## src/rtl/add_pkg.sv

```systemverilog
// Width rule shared by the adder and the matching subtractor: one guard bit
// above the wider operand keeps every sum or difference exact.
package add_pkg;

  function automatic int max_w(input int l1, input int l2);
    return ((l1 > l2) ? l1 : l2) + 1;
  endfunction

endpackage

```

## src/rtl/skid_buf.sv

```systemverilog
// One-entry skid register. in_ready comes straight from a flop, so downstream
// ready never reaches upstream combinationally.
module skid_buf #(
  parameter int DW = 16
) (
  input  logic          clk,
  input  logic          rst_n,
  input  logic          in_valid,
  output logic          in_ready,
  input  logic [DW-1:0] in_data,
  output logic          out_valid,
  input  logic          out_ready,
  output logic [DW-1:0] out_data
);

  logic          skid_full_reg;
  logic          skid_full_next;
  logic [DW-1:0] skid_data_reg;
  logic          ready_reg;
  logic          accept;

  assign in_ready  = ready_reg;
  assign accept    = in_valid & ready_reg;
  assign out_valid = skid_full_reg | accept;
  assign out_data  = skid_full_reg ? skid_data_reg : in_data;

  // Nothing is accepted while full, so a full skid only waits to drain.
  always_comb begin
    skid_full_next = skid_full_reg;
    if (skid_full_reg) begin
      skid_full_next = !out_ready;
    end else begin
      skid_full_next = accept & !out_ready;
    end
  end

  always_ff @(posedge clk or negedge rst_n) begin
    if (!rst_n) begin
      skid_full_reg <= 1'b0;
      skid_data_reg <= '0;
      ready_reg     <= 1'b0;
    end else begin
      skid_full_reg <= skid_full_next;
      ready_reg     <= !skid_full_next;
      if (!skid_full_reg && accept && !out_ready) begin
        skid_data_reg <= in_data;
      end
    end
  end

endmodule

```

## src/rtl/add_pipe.sv

```systemverilog
// Exact signed adder, two register stages (operands, sum) behind a skid buffer.
// Each stage loads when it is empty or its content leaves in the same cycle.
module add_pipe
  import add_pkg::*;
#(
  parameter int L1 = 8,
  parameter int L2 = 8
) (
  input  logic                    clk,
  input  logic                    rst_n,
  input  logic                    in_valid,
  output logic                    in_ready,
  input  logic [L1-1:0]           in1,
  input  logic [L2-1:0]           in2,
  output logic                    out_valid,
  input  logic                    out_ready,
  output logic [max_w(L1,L2)-1:0] out
);

  localparam int W  = max_w(L1, L2);
  localparam int DW = L1 + L2;

  logic          skid_valid;
  logic [DW-1:0] skid_data;
  logic [L1-1:0] d1;
  logic [L2-1:0] d2;
  logic [W-1:0]  a_next;
  logic [W-1:0]  b_next;

  logic          s0_valid_reg;
  logic [W-1:0]  a_reg;
  logic [W-1:0]  b_reg;
  logic          s1_valid_reg;
  logic [W-1:0]  sum_reg;
  logic          s0_ready;
  logic          s1_ready;

  skid_buf #(
    .DW(DW)
  ) u_skid (
    .clk      (clk),
    .rst_n    (rst_n),
    .in_valid (in_valid),
    .in_ready (in_ready),
    .in_data  ({in1, in2}),
    .out_valid(skid_valid),
    .out_ready(s0_ready),
    .out_data (skid_data)
  );

  assign d1     = skid_data[DW-1:L2];
  assign d2     = skid_data[L2-1:0];
  assign a_next = {{(W-L1){d1[L1-1]}}, d1};
  assign b_next = {{(W-L2){d2[L2-1]}}, d2};

  // An empty S1 accepts regardless of out_ready, so bubbles collapse.
  assign s1_ready = !s1_valid_reg | out_ready;
  assign s0_ready = !s0_valid_reg | s1_ready;

  always_ff @(posedge clk or negedge rst_n) begin
    if (!rst_n) begin
      s0_valid_reg <= 1'b0;
      a_reg        <= '0;
      b_reg        <= '0;
      s1_valid_reg <= 1'b0;
      sum_reg      <= '0;
    end else begin
      if (s0_ready) begin
        s0_valid_reg <= skid_valid;
        if (skid_valid) begin
          a_reg <= a_next;
          b_reg <= b_next;
        end
      end
      if (s1_ready) begin
        s1_valid_reg <= s0_valid_reg;
        if (s0_valid_reg) begin
          sum_reg <= a_reg + b_reg;
        end
      end
    end
  end

  assign out_valid = s1_valid_reg;
  assign out       = sum_reg;

endmodule

```

## config.mk

```make
export PLATFORM = sky130hd
export DESIGN_NAME = add_pipe
export DESIGN_NICKNAME = d
export VERILOG_FILES = /design/src/rtl/add_pkg.sv /design/src/rtl/skid_buf.sv /design/src/rtl/add_pipe.sv
export SDC_FILE = /design/constraint.sdc
export NUM_CORES = 1
export LEC_CHECK = 0
export ABC_CLOCK_PERIOD_IN_PS = 5800
export CAP_MARGIN = 20
export CORE_UTILIZATION = 50
export DETAILED_ROUTE_END_ITERATION = 6
export DONT_BUFFER_PORTS = 1
export PLACE_DENSITY = 0.71
export SETUP_SLACK_MARGIN = 0.05
export SYNTH_ARGS = -nofsm -noshare
export SYNTH_HDL_FRONTEND = slang
export SYNTH_SLANG_ARGS = --single-unit
```

## constraint.sdc

```tcl
create_clock -name clk -period 5.8 [get_ports clk]
set_input_delay 1.16 -clock clk [delete_from_list [all_inputs] [get_ports clk]]
set_output_delay 1.16 -clock clk [all_outputs]
set_load 0.1 [all_outputs]
```

==> results of run 1 <==
-- worst reg2reg max path: stages, from the launching register on --
cell,delay (ns)
dfrtp_1,0.94
nor2b_1,0.31
nand2_1,0.15
nor3_4,0.61
mux2_2,0.42
-- layout by cell type, fill, tap and decap left out, types with 2 or more instances in the layout --
cell type / netlist / layout
clkbuf_8: 0 / 6
o2111ai_1: 2 / 2
nor2_1: 21 / 21
a211oi_1: 2 / 2
nor2b_1: 3 / 3
mux2_2: 18 / 18
nand2b_1: 4 / 4
a21oi_1: 21 / 20
o21ai_0: 4 / 4
o31ai_1: 4 / 4
ha_1: 8 / 8
nand2_1: 11 / 11
mux2i_1: 18 / 18
inv_1: 3 / 3
o311ai_0: 2 / 2
dfrtp_1: 45 / 45
-- per-stage QoR --
| step | instances | hold WS [ns] |
|---|---|---|
| after floorplan | 189 | 0.4803 |
| after detailed placement | 233 | 0.4958 |
| final | 241 | 0.5111 |
| after global routing | 241 | 0.5263 |
| after global placement | 232 | 0.4893 |
| after CTS | 241 | 0.5162 |
-- cell type report --
type | count | area (um2) | area share
clock buffers | 6 | 82.58 | 0.03577
clock inverters | 2 | 16.27 | 0.007046
inverters | 3 | 11.26 | 0.004878
multi-input cells | 134 | 994.7 | 0.4309
flip-flops and latches | 45 | 1126 | 0.4878
well taps | 50 | 62.56 | 0.02710
repair buffers | 1 | 15.01 | 0.006504
-- power breakdown --
group / total (mW) / switching, mW / internal (mW)
Sequential: 0.754 / 0.323 / 0.431
Combinational: 0.389 / 0.199 / 0.190
Clock: 0.205 / 0.107 / 0.0980
-- per-layer routing --
layer | vias up | wire length (um)
met5 | - | 0
li1 | 680 | -
met2 | 38 | 1767
met4 | 0 | 67
met3 | 7 | 218
met1 | 689 | 1726
-- worst min path at each step --
stage | endpoint | slack, ns
after detailed placement | u_skid.skid_data_reg[11]$_DFFE_PN0P_ | 0.50
after CTS | u_skid.skid_data_reg[11]$_DFFE_PN0P_ | 0.52
final | u_skid.skid_data_reg[10]$_DFFE_PN0P_ | 0.51
after floorplan | u_skid.skid_data_reg[10]$_DFFE_PN0P_ | 0.48
after global routing | out[2]$_DFFE_PN0P_ | 0.53
after global placement | u_skid.skid_data_reg[4]$_DFFE_PN0P_ | 0.49
-- kinds of logic (layout without fill, tap and decap cells) --
family,count (synthesis),count (layout),synth area share
xor+xnor,1,1,0.004033
simple gates,47,47,0.1043
buf+inv,10,12,0.02534
fa+ha+maj,9,9,0.05530
mux,36,36,0.1763
flops,45,45,0.5184
compound gates,41,41,0.1164
==> key figures, run 1 <==
Timing
  – Fin crit period: 2.539 ns
  – RSZ-0062 raised after global routing: no
  – Slew @ Worst Pin: 0.9363 ns
  – Final WS setup: 3.261 ns
  – Tcrit/Tclk final: 0.4378
  – Endpoints failing setup: 0
  – Worst Clk Skew: 0.009304 ns
  – Fmax: 393.8 MHz
  – Setup TNS: 0 ns
  – Headroom to the max-slew limit: 0.3758
  – Final Max Slew Viols: 0
  – Final hold vios: 0

Die
  – Die Width: 67.91 um
  – Die area: 4612 um2
  – Row count: 23
  – Initial Util: 0.5315
  – Die height: 67.91 um
  – IO Pins: 31
  – Placeable core area: 4086 um2

Min path
  – Hold wc startpoint: u_skid.skid_data_reg[10]$_DFFE_PN0P_
  – Hold depth: 1
  – Type of the tightest min-delay check: reg2reg

Run
  – Maxcap violations: 0

Logic synthesis
  – Cells after Synth: 189
  – Syn nets: 218
  – Synth unique cells: 34
  – Yosys warns: 0
  – Syn Area/Cell: 11.49 um2
  – Top cells by count, synth: 45 x dfrtp_1, 21 x a21oi_1, 21 x nor2_1
  – Synth async-reset ratio: 1.000
  – Most numerous cell in the Yosys netlist: dfrtp_1
  – Top FF cell, synth: dfrtp_1
  – Register area share after synthesis: 0.5184
  – Yosys reg bits: 45
  – Synth top area cells: dfrtp_1 52%, mux2_2 9.3%, mux2i_1 8.3%, a21oi_1 4.8%, ha_1 4.6%
  – Leading area contributor after synthesis: dfrtp_1
  – Post-synth EDFFs: 0
  – Synth top area share: 0.5184
  – Post-synthesis cell area: 2172 um2

Routing
  – Drt first pass iters: 4
  – Routed via count: 1414
  – Avg Vias per Cell: 5.867
  – Post-DRT Antenna Nets: 0
  – DR iter-0 viols: 32
  – Wire per inst: 15.68 um
  – Post-Route WL: 3779 um
  – Residual DRC count: 0

Clocking
  – Clock transition at path regs: 0.08 ns
  – TritonCTS clock tree: built
  – TritonCTS Buffers: 5
  – Clock latency on the worst-skew pair: 0.30 ns
  – Clock tree buffer depth: 2
  – Cts repair resizes: 0
  – CTS sink count: 45
  – Clk root buf: clkbuf_8
  – CTS H-tree depth: 2
  – Post-CTS Setup Bufs: 0
  – CTS Hold Bufs: 0

Worst setup path
  – CP top delay family: simple AND/OR/NAND/NOR gates
  – Critical path depth: 4
  – Startpoint class of the critical path: flip-flop
  – Crit path buf inv count: 0
  – Crit Path Category: reg2reg
  – R2R Path End: u_skid.skid_data_reg[0]$_DFFE_PN0P_
  – Slowest stage cell, crit path: dfrtp_1
  – Max stage delay on crit path: 0.94 ns
  – Critical Path Sink Type: flip-flop
  – CP cell instances: nor2b_1, nand2_1, nor3_4, mux2_2
  – Worst EP required: 5.99 ns
  – Crit path DAT: 2.73 ns
  – Peak fanout along the critical path: 16
  – Crit path from: out_valid$_DFFE_PN0P_
  – FF-to-FF setup slack: 3.26 ns
  – R2R depth: 4
  – FF-to-FF Start: out_valid$_DFFE_PN0P_
  – Critical path endpoint: u_skid.skid_data_reg[0]$_DFFE_PN0P_

Global routing
  – GRT overflow: 0
  – Met3 GRT Util: 0.05000
  – First-pass GRT wire length: 6189 um
  – Initial antenna violation count: 0
  – Largest net degree at the start of global routing: 46
  – Met2 Usage GRT: 0.3032
  – GRT busiest layer: met2
  – Vias in the first global route: 1418
  – Total global-route track usage: 0.1873
  – GR Util met1: 0.2335

Pwr
  – Total power: 1.347 mW
  – Max VDD drop: 0.2988 mV
  – Leakage power: 0.9407 nW
  – Power Density: 583.7 nW/um2

Place
  – Final Wtd Congestion: 0.8970
  – Setup slack at placement: 3.145 ns
  – Placed cell areas: 2210 um2
  – DPL Wire Length: 2816 um
  – Number of port buffers: 0

Final layout
  – Max reg flops: 16
  – Final core occ: 0.5649
  – Share of post-route cells with drive strength above 1: 0.1518
  – # nets final: 219
  – ANT cells: 0
  – # fillers: 354
  – Final instance area: 2308 um2
  – Layout area overhead: 6.279%

Status
  – Outcome: complete, no violations
No activity file was read; power rests on OpenSTA's default activity.
==> inputs of run 2 (changes only) <==
--- a/config.mk
+++ b/config.mk
@@ -5,7 +5,7 @@
 export SDC_FILE = /design/constraint.sdc
 export NUM_CORES = 1
 export LEC_CHECK = 0
-export ABC_CLOCK_PERIOD_IN_PS = 5800
+export ABC_CLOCK_PERIOD_IN_PS = 2550
 export CAP_MARGIN = 20
 export CORE_UTILIZATION = 50
 export DETAILED_ROUTE_END_ITERATION = 6
==> constraint.sdc (replaced) <==
create_clock -name clk -period 2.55 [get_ports clk]
set_input_delay 0.51 -clock clk [delete_from_list [all_inputs] [get_ports clk]]
set_output_delay 0.51 -clock clk [all_outputs]
set_load 0.1 [all_outputs]
==> key figures, run 2 (same netlist as run 1, synthesis figures left out) <==
Status
  – Outcome: complete, no violations

Place
  – Final Wtd Congestion: 0.8375 (-6.6%)
  – Number of port buffers: 0 (unchanged)
  – Post-placement cell count: 238 (+2.1%)
  – DPL Wire Length: 2857 um (+1.5%)

Global routing
  – Initial antenna violation count: 0 (unchanged)
  – Vias in the first global route: 1398 (-1.4%)
  – Largest net degree at the start of global routing: 46 (unchanged)
  – Total global-route track usage: 0.1913 (+0.003948)
  – GRT overflow: 0 (unchanged)
  – First-pass GRT wire length: 6354 um (+2.7%)

Timing
  – Fin crit period: 2.119 ns (-0.4205 ns)
  – Setup TNS: 0 ns (unchanged)
  – Slew @ Worst Pin: 0.8992 ns (-0.03711 ns)
  – RSZ-0062 raised after global routing: no
  – Endpoints failing setup: 0 (unchanged)
  – Final hold vios: 0 (unchanged)
  – Headroom to the max-slew limit: 0.4005 (+0.02474)
  – Final Max Slew Viols: 0 (unchanged)
  – Worst Clk Skew: 0.008442 ns (-0.0008619 ns)
  – Fmax: 472.0 MHz (+20%)
  – Tcrit/Tclk final: 0.8309 (+0.3931)

Routing
  – Post-DRT Antenna Nets: 0 (unchanged)
  – Drt first pass iters: 4 (unchanged)
  – Routed via count: 1413 (-0.071%)
  – DR iter-0 viols: 56 (+75%)
  – Residual DRC count: 0 (unchanged)
  – Wire per inst: 15.68 um (about the same)
  – Post-Route WL: 3873 um (+2.5%)
  – Avg Vias per Cell: 5.721 (-2.5%)

Pwr
  – Sw frac: 0.4571 (-0.009740)
  – Clk network pwr share: 0.169 (+0.017)
  – Max VDD drop: 0.4933 mV (+65%)
  – Power Density: 1335 nW/um2 (+130%)
  – Sequential share of power: 0.507 (-0.052)
  – Pint: 1.731 mW (+140%)
  – Combinational power share: 0.324 (+0.035)
  – Leakage power: 0.9842 nW (+4.6%)
  – NetSw: 1.458 mW (+130%)

Clocking
  – Clock tree buffer depth: 2 (unchanged)
  – Post-CTS Setup Bufs: 0 (unchanged)
  – TritonCTS Buffers: 5 (unchanged)
  – CTS sink count: 45 (unchanged)
  – Clk root buf: clkbuf_8
  – TritonCTS clock tree: built
  – Clock transition at path regs: 0.09 ns (about the same)
  – Clock latency on the worst-skew pair: 0.30 ns (about the same)
  – CTS H-tree depth: 2 (unchanged)

Run
  – Maxcap violations: 0 (unchanged)

Min path
  – Type of the tightest min-delay check: in2async

Worst setup path
  – FF-to-FF Start: a_reg[0]$_DFFE_PN0P_
  – R2R depth: 6 (+2)
  – Critical Path Sink Type: flip-flop
  – Crit Path Category: reg2reg
  – Worst EP required: 2.79 ns (-3.20 ns)
  – Max stage delay on crit path: 0.54 ns (-0.40 ns)
  – R2R Path End: out[6]$_DFFE_PN0P_
  – Peak fanout along the critical path: 4 (-12)
  – Slowest stage cell, crit path: or4_1
  – Crit path DAT: 2.36 ns (-0.37 ns)
  – Startpoint class of the critical path: flip-flop
  – CP cell instances: ha_1, fa_1, a21oi_1, o21ai_0, or4_1, nand3_1
  – FF-to-FF setup slack: 0.43 ns (-2.83 ns)

Final layout
  – # fillers: 360 (+1.7%)
  – Max reg flops: 16 (unchanged)
  – Most frequent cells in the layout: 45 x dfrtp_1, 21 x nor2_1, 20 x a21oi_1
  – Final cell count without fillers: 247 (+2.5%)
  – Layout area overhead: 10.02%
  – ANT cells: 0 (unchanged)
  – Most common cell after layout, fill and taps aside: dfrtp_1
  – Share of post-route cells with drive strength above 1: 0.1777 (+0.02583)
  – # nets final: 225 (+2.7%)

Die
  – Die height: 67.91 um (unchanged)
  – Die area: 4612 um2 (unchanged)
  – Placeable core area: 4086 um2 (unchanged)
  – Row count: 23 (unchanged)
  – IO Pins: 31 (unchanged)
  – Die Width: 67.91 um (unchanged)
  – Initial Util: 0.5315 (unchanged)
==> run 2: layout make-up <==
type,instances,area (um2),area share
Clock buffer,5,68.82,0.02880
Inverter,3,11.26,0.004712
Sequential cell,45,1126,0.4712
Timing Repair Buffer,7,80.08,0.03351
Multi-Input combinational cell,134,994.7,0.4162
Tap cell,50,62.56,0.02618
Clock inverter,3,46.29,0.01937
==> run 2: timing repair <==
item	4_1_cts	5_1_grt
endpoints found under the hold margin	45	0
hold buffers	1	0
resized for setup	0	0
==> run 2: power groups by stage <==
stage          logic, mW  registers, mW  clock network (mW)
6_report            1.03           1.62               0.539
3_3_place_gp       0.981           1.62                   0
3_5_place_dp        1.02           1.64                   0
4_1_cts             1.04           1.62               0.556
2_1_floorplan      0.739           1.67                   0
5_1_grt             1.15           1.66               0.579
==> run 2: worst max-delay path: cells and delay by family, from the launching register on <==
kind / cells / cell delay [ns]
fa+ha+maj: 2 / 0.65
compound gates: 2 / 0.39
flops: 1 / 0.39
simple gates: 2 / 0.63
==> run 2: worst max path at each step <==
stage                          startpoint                                   end  slack [ns]
finish               a_reg[0]$_DFFE_PN0P_                    out[6]$_DFFE_PN0P_        0.43
global route         a_reg[0]$_DFFE_PN0P_                    out[6]$_DFFE_PN0P_        0.31
CTS                  a_reg[0]$_DFFE_PN0P_                    out[6]$_DFFE_PN0P_        0.42
detailed placement   a_reg[0]$_DFFE_PN0P_                    out[6]$_DFFE_PN0P_        0.44
global placement     a_reg[0]$_DFFE_PN0P_                    out[6]$_DFFE_PN0P_        0.47
floorplan           out_valid$_DFFE_PN0P_  u_skid.skid_data_reg[10]$_DFFE_PN0P_        0.38
==> run 2: per-stage QoR <==
| step | power (mW) | utilization | worst slack [ns] | hold slack (ns) | instance area [um2] |
|---|---|---|---|---|---|
| detailed placement | 2.652 | 0.5499 | 0.4432 | 0.2154 | 2247 |
| global placement | 2.599 | 0.5462 | 0.4727 | 0.2154 | 2232 |
| CTS | 3.215 | 0.5848 | 0.4161 | 0.04143 | 2390 |
| finish | 3.189 | 0.5848 | 0.4313 | 0.03780 | 2390 |
| global route | 3.388 | 0.5848 | 0.3067 | 0.04777 | 2390 |
| floorplan | 2.409 | - | 0.3794 | 0.2144 | 2172 |
==> run 2: per-layer routing <==
metal,GRT usage,part of all wire,vias to the layer above
met4,0.08594,0.018,0
li1,-,-,692
met2,0.3106,0.48,33
met1,0.2387,0.45,681
met3,0.05000,0.050,7
met5,0,0,-
==> inputs of run 3 (changes only) <==
--- a/config.mk
+++ b/config.mk
@@ -5,7 +5,7 @@
 export SDC_FILE = /design/constraint.sdc
 export NUM_CORES = 1
 export LEC_CHECK = 0
-export ABC_CLOCK_PERIOD_IN_PS = 2550
+export ABC_CLOCK_PERIOD_IN_PS = 2000
 export CAP_MARGIN = 20
 export CORE_UTILIZATION = 50
 export DETAILED_ROUTE_END_ITERATION = 6
==> constraint.sdc (replaced) <==
create_clock -name clk -period 2 [get_ports clk]
set_input_delay 0.4 -clock clk [delete_from_list [all_inputs] [get_ports clk]]
set_output_delay 0.4 -clock clk [all_outputs]
set_load 0.1 [all_outputs]
==> key figures, run 3 (same netlist as run 1, synthesis figures left out) <==
Final layout
  – Layout area overhead: 12.27%
  – Register area: 1129 um2 (+0.22%)
  – Final instance area: 2439 um2 (+2.0%)
  – # fillers: 354 (-1.7%)
  – Most common cell after layout, fill and taps aside: dfrtp_1
  – ANT cells: 0 (unchanged)
  – Max reg flops: 16 (unchanged)
  – Multi-input logic area: 1007 um2 (+1.3%)
  – # nets final: 234 (+4.0%)
  – Most frequent cells in the layout: 43 x dfrtp_1, 21 x nor2_1, 19 x a21oi_1
  – Share of post-route cells with drive strength above 1: 0.2379 (+0.06020)

Timing
  – Slew @ Worst Pin: 0.9131 ns (+0.01391 ns)
  – Final hold vios: 0 (unchanged)
  – RSZ-0062 raised after global routing: no
  – Fin crit period: 1.919 ns (-0.1992 ns)
  – Final Max Slew Viols: 0 (unchanged)
  – Fmax: 521.0 MHz (+10%)
  – Setup TNS: 0 ns (unchanged)
  – Tcrit/Tclk final: 0.9597 (+0.1289)
  – Worst Clk Skew: 0.007756 ns (-0.0006858 ns)
  – Headroom to the max-slew limit: 0.3913 (-0.009271)
  – Endpoints failing setup: 0 (unchanged)

Pwr
  – Combinational power share: 0.457 (+0.133)
  – NetSw: 1.901 mW (+30%)
  – Sequential share of power: 0.411 (-0.096)
  – Total power: 4.101 mW (+29%)
  – Clk network pwr share: 0.133 (-0.036)
  – Pint: 2.200 mW (+27%)
  – Leakage power: 1.013 nW (+2.9%)
  – Sw frac: 0.4636 (+0.006466)
  – Power Density: 1682 nW/um2 (+26%)
  – Max VDD drop: 0.6823 mV (+38%)

Worst setup path
  – Crit path DAT: 2.16 ns (-0.20 ns)
  – Startpoint class of the critical path: flip-flop
  – Worst EP required: 2.24 ns (-0.55 ns)
  – Peak fanout along the critical path: 3 (-1)
  – Crit Path Category: reg2reg
  – Critical Path Sink Type: flip-flop

Routing
  – DR iter-0 viols: 77 (+38%)
  – Avg Vias per Cell: 5.793 (+1.3%)
  – Routed via count: 1483 (+5.0%)
  – Drt first pass iters: 4 (unchanged)
  – Residual DRC count: 0 (unchanged)
  – Post-Route WL: 3964 um (+2.3%)
  – Post-DRT Antenna Nets: 0 (unchanged)
  – Wire per inst: 15.48 um (-1.2%)

Die
  – Die area: 4612 um2 (unchanged)
  – Row count: 23 (unchanged)
  – IO Pins: 31 (unchanged)
  – Initial Util: 0.5315 (unchanged)
  – Placeable core area: 4086 um2 (unchanged)
  – Die Width: 67.91 um (unchanged)
  – Die height: 67.91 um (unchanged)

Clocking
  – TritonCTS Buffers: 5 (unchanged)
  – Clock transition at path regs: 0.08 ns (about the same)
  – TritonCTS clock tree: built
  – CTS H-tree depth: 2 (unchanged)
  – CTS sink count: 45 (unchanged)
  – Clock tree buffer depth: 2 (unchanged)
  – Clk root buf: clkbuf_8
  – Clock latency on the worst-skew pair: 0.30 ns (about the same)

Place
  – DPL Wire Length: 2855 um (about the same)
  – Placed cell areas: 2287 um2 (+1.8%)
  – Number of port buffers: 0 (unchanged)
  – Final Wtd Congestion: 0.8744 (+4.4%)

Status
  – Outcome: complete, no violations

Global routing
  – GRT overflow: 0 (unchanged)
  – First-pass GRT wire length: 6651 um (+4.7%)
  – Total global-route track usage: 0.1996 (+0.008279)
  – Largest net degree at the start of global routing: 46 (unchanged)
  – Initial antenna violation count: 0 (unchanged)
  – Vias in the first global route: 1473 (+5.4%)

Run
  – Maxcap violations: 0 (unchanged)

Min path
  – Type of the tightest min-delay check: in2reg
-- run 3: power groups by stage --
stage,Sequential (mW),Combinational [mW],Clock (mW)
4_1_cts,1.69,1.82,0.565
5_1_grt,1.73,2.03,0.593
2_1_floorplan,2.13,0.945,0
3_3_place_gp,1.69,1.71,0
6_report,1.68,1.87,0.544
3_5_place_dp,1.71,1.78,0
-- run 3: final cells by class --
type | count | area share
Sequential cell | 45 | 0.4628
Timing Repair Buffer | 16 | 0.05849
Clock inverter | 3 | 0.007183
Clock buffer | 5 | 0.02822
Tap cell | 50 | 0.02565
Inverter | 3 | 0.004618
Multi-Input combinational cell | 134 | 0.4130
-- run 3: stage by stage --
stage	instances	setup slack [ns]	util	hold WS (ns)
final	256	0.08054	0.5968	0.2442
after global routing	256	0.04370	0.5968	0.2312
after CTS	254	0.06251	0.5915	0.2345
after detailed placement	244	-0.04605	0.5597	0.1055
after global placement	244	0.04051	0.5597	0.1058
after floorplan	189	0.06613	-	0.1044
-- run 3: routing by layer --
layer,track usage,vias up,wire length (um)
met5,0,-,0
met4,0.09375,0,95
met3,0.04833,8,213
met2,0.3243,39,1875
met1,0.2500,732,1779
li1,-,704,-
-- run 3: critical path: stages, from the launching register on --
cell     delay (ns)
dfrtp_1        0.39
ha_2           0.21
fa_2           0.38
a21oi_2        0.20
o21ai_2        0.07
or4_1          0.50
nand3_1        0.10
-- run 3: worst paths after layout --
kind | startpoint | end | slack, ns | cells past startpoint
hold / removal | in1[7] | u_skid.skid_data_reg[15]$_DFFE_PN0P_ | 0.24 | 1
setup reg to reg | b_reg[0]$_DFFE_PN0P_ | out[6]$_DFFE_PN0P_ | 0.08 | 6
hold reg to reg | out[3]$_DFFE_PN0P_ | out[3]$_DFFE_PN0P_ | 0.50 | 2
setup / recovery | b_reg[0]$_DFFE_PN0P_ | out[6]$_DFFE_PN0P_ | 0.08 | 6
max in group asynchronous | rst_n | u_skid.skid_data_reg[12]$_DFFE_PN0P_ | 1.18 | 2
min in group asynchronous | rst_n | out[1]$_DFFE_PN0P_ | 0.60 | 2
-- run 3: timing repair --
action                                  4_1_cts  5_1_grt
endpoints found under the hold margin        45        0
setup buffers                                 0        2
hold buffers                                  2        0
gates resized for setup                       2        2
pin swaps                                     1        4
endpoints found under the setup margin        2        2
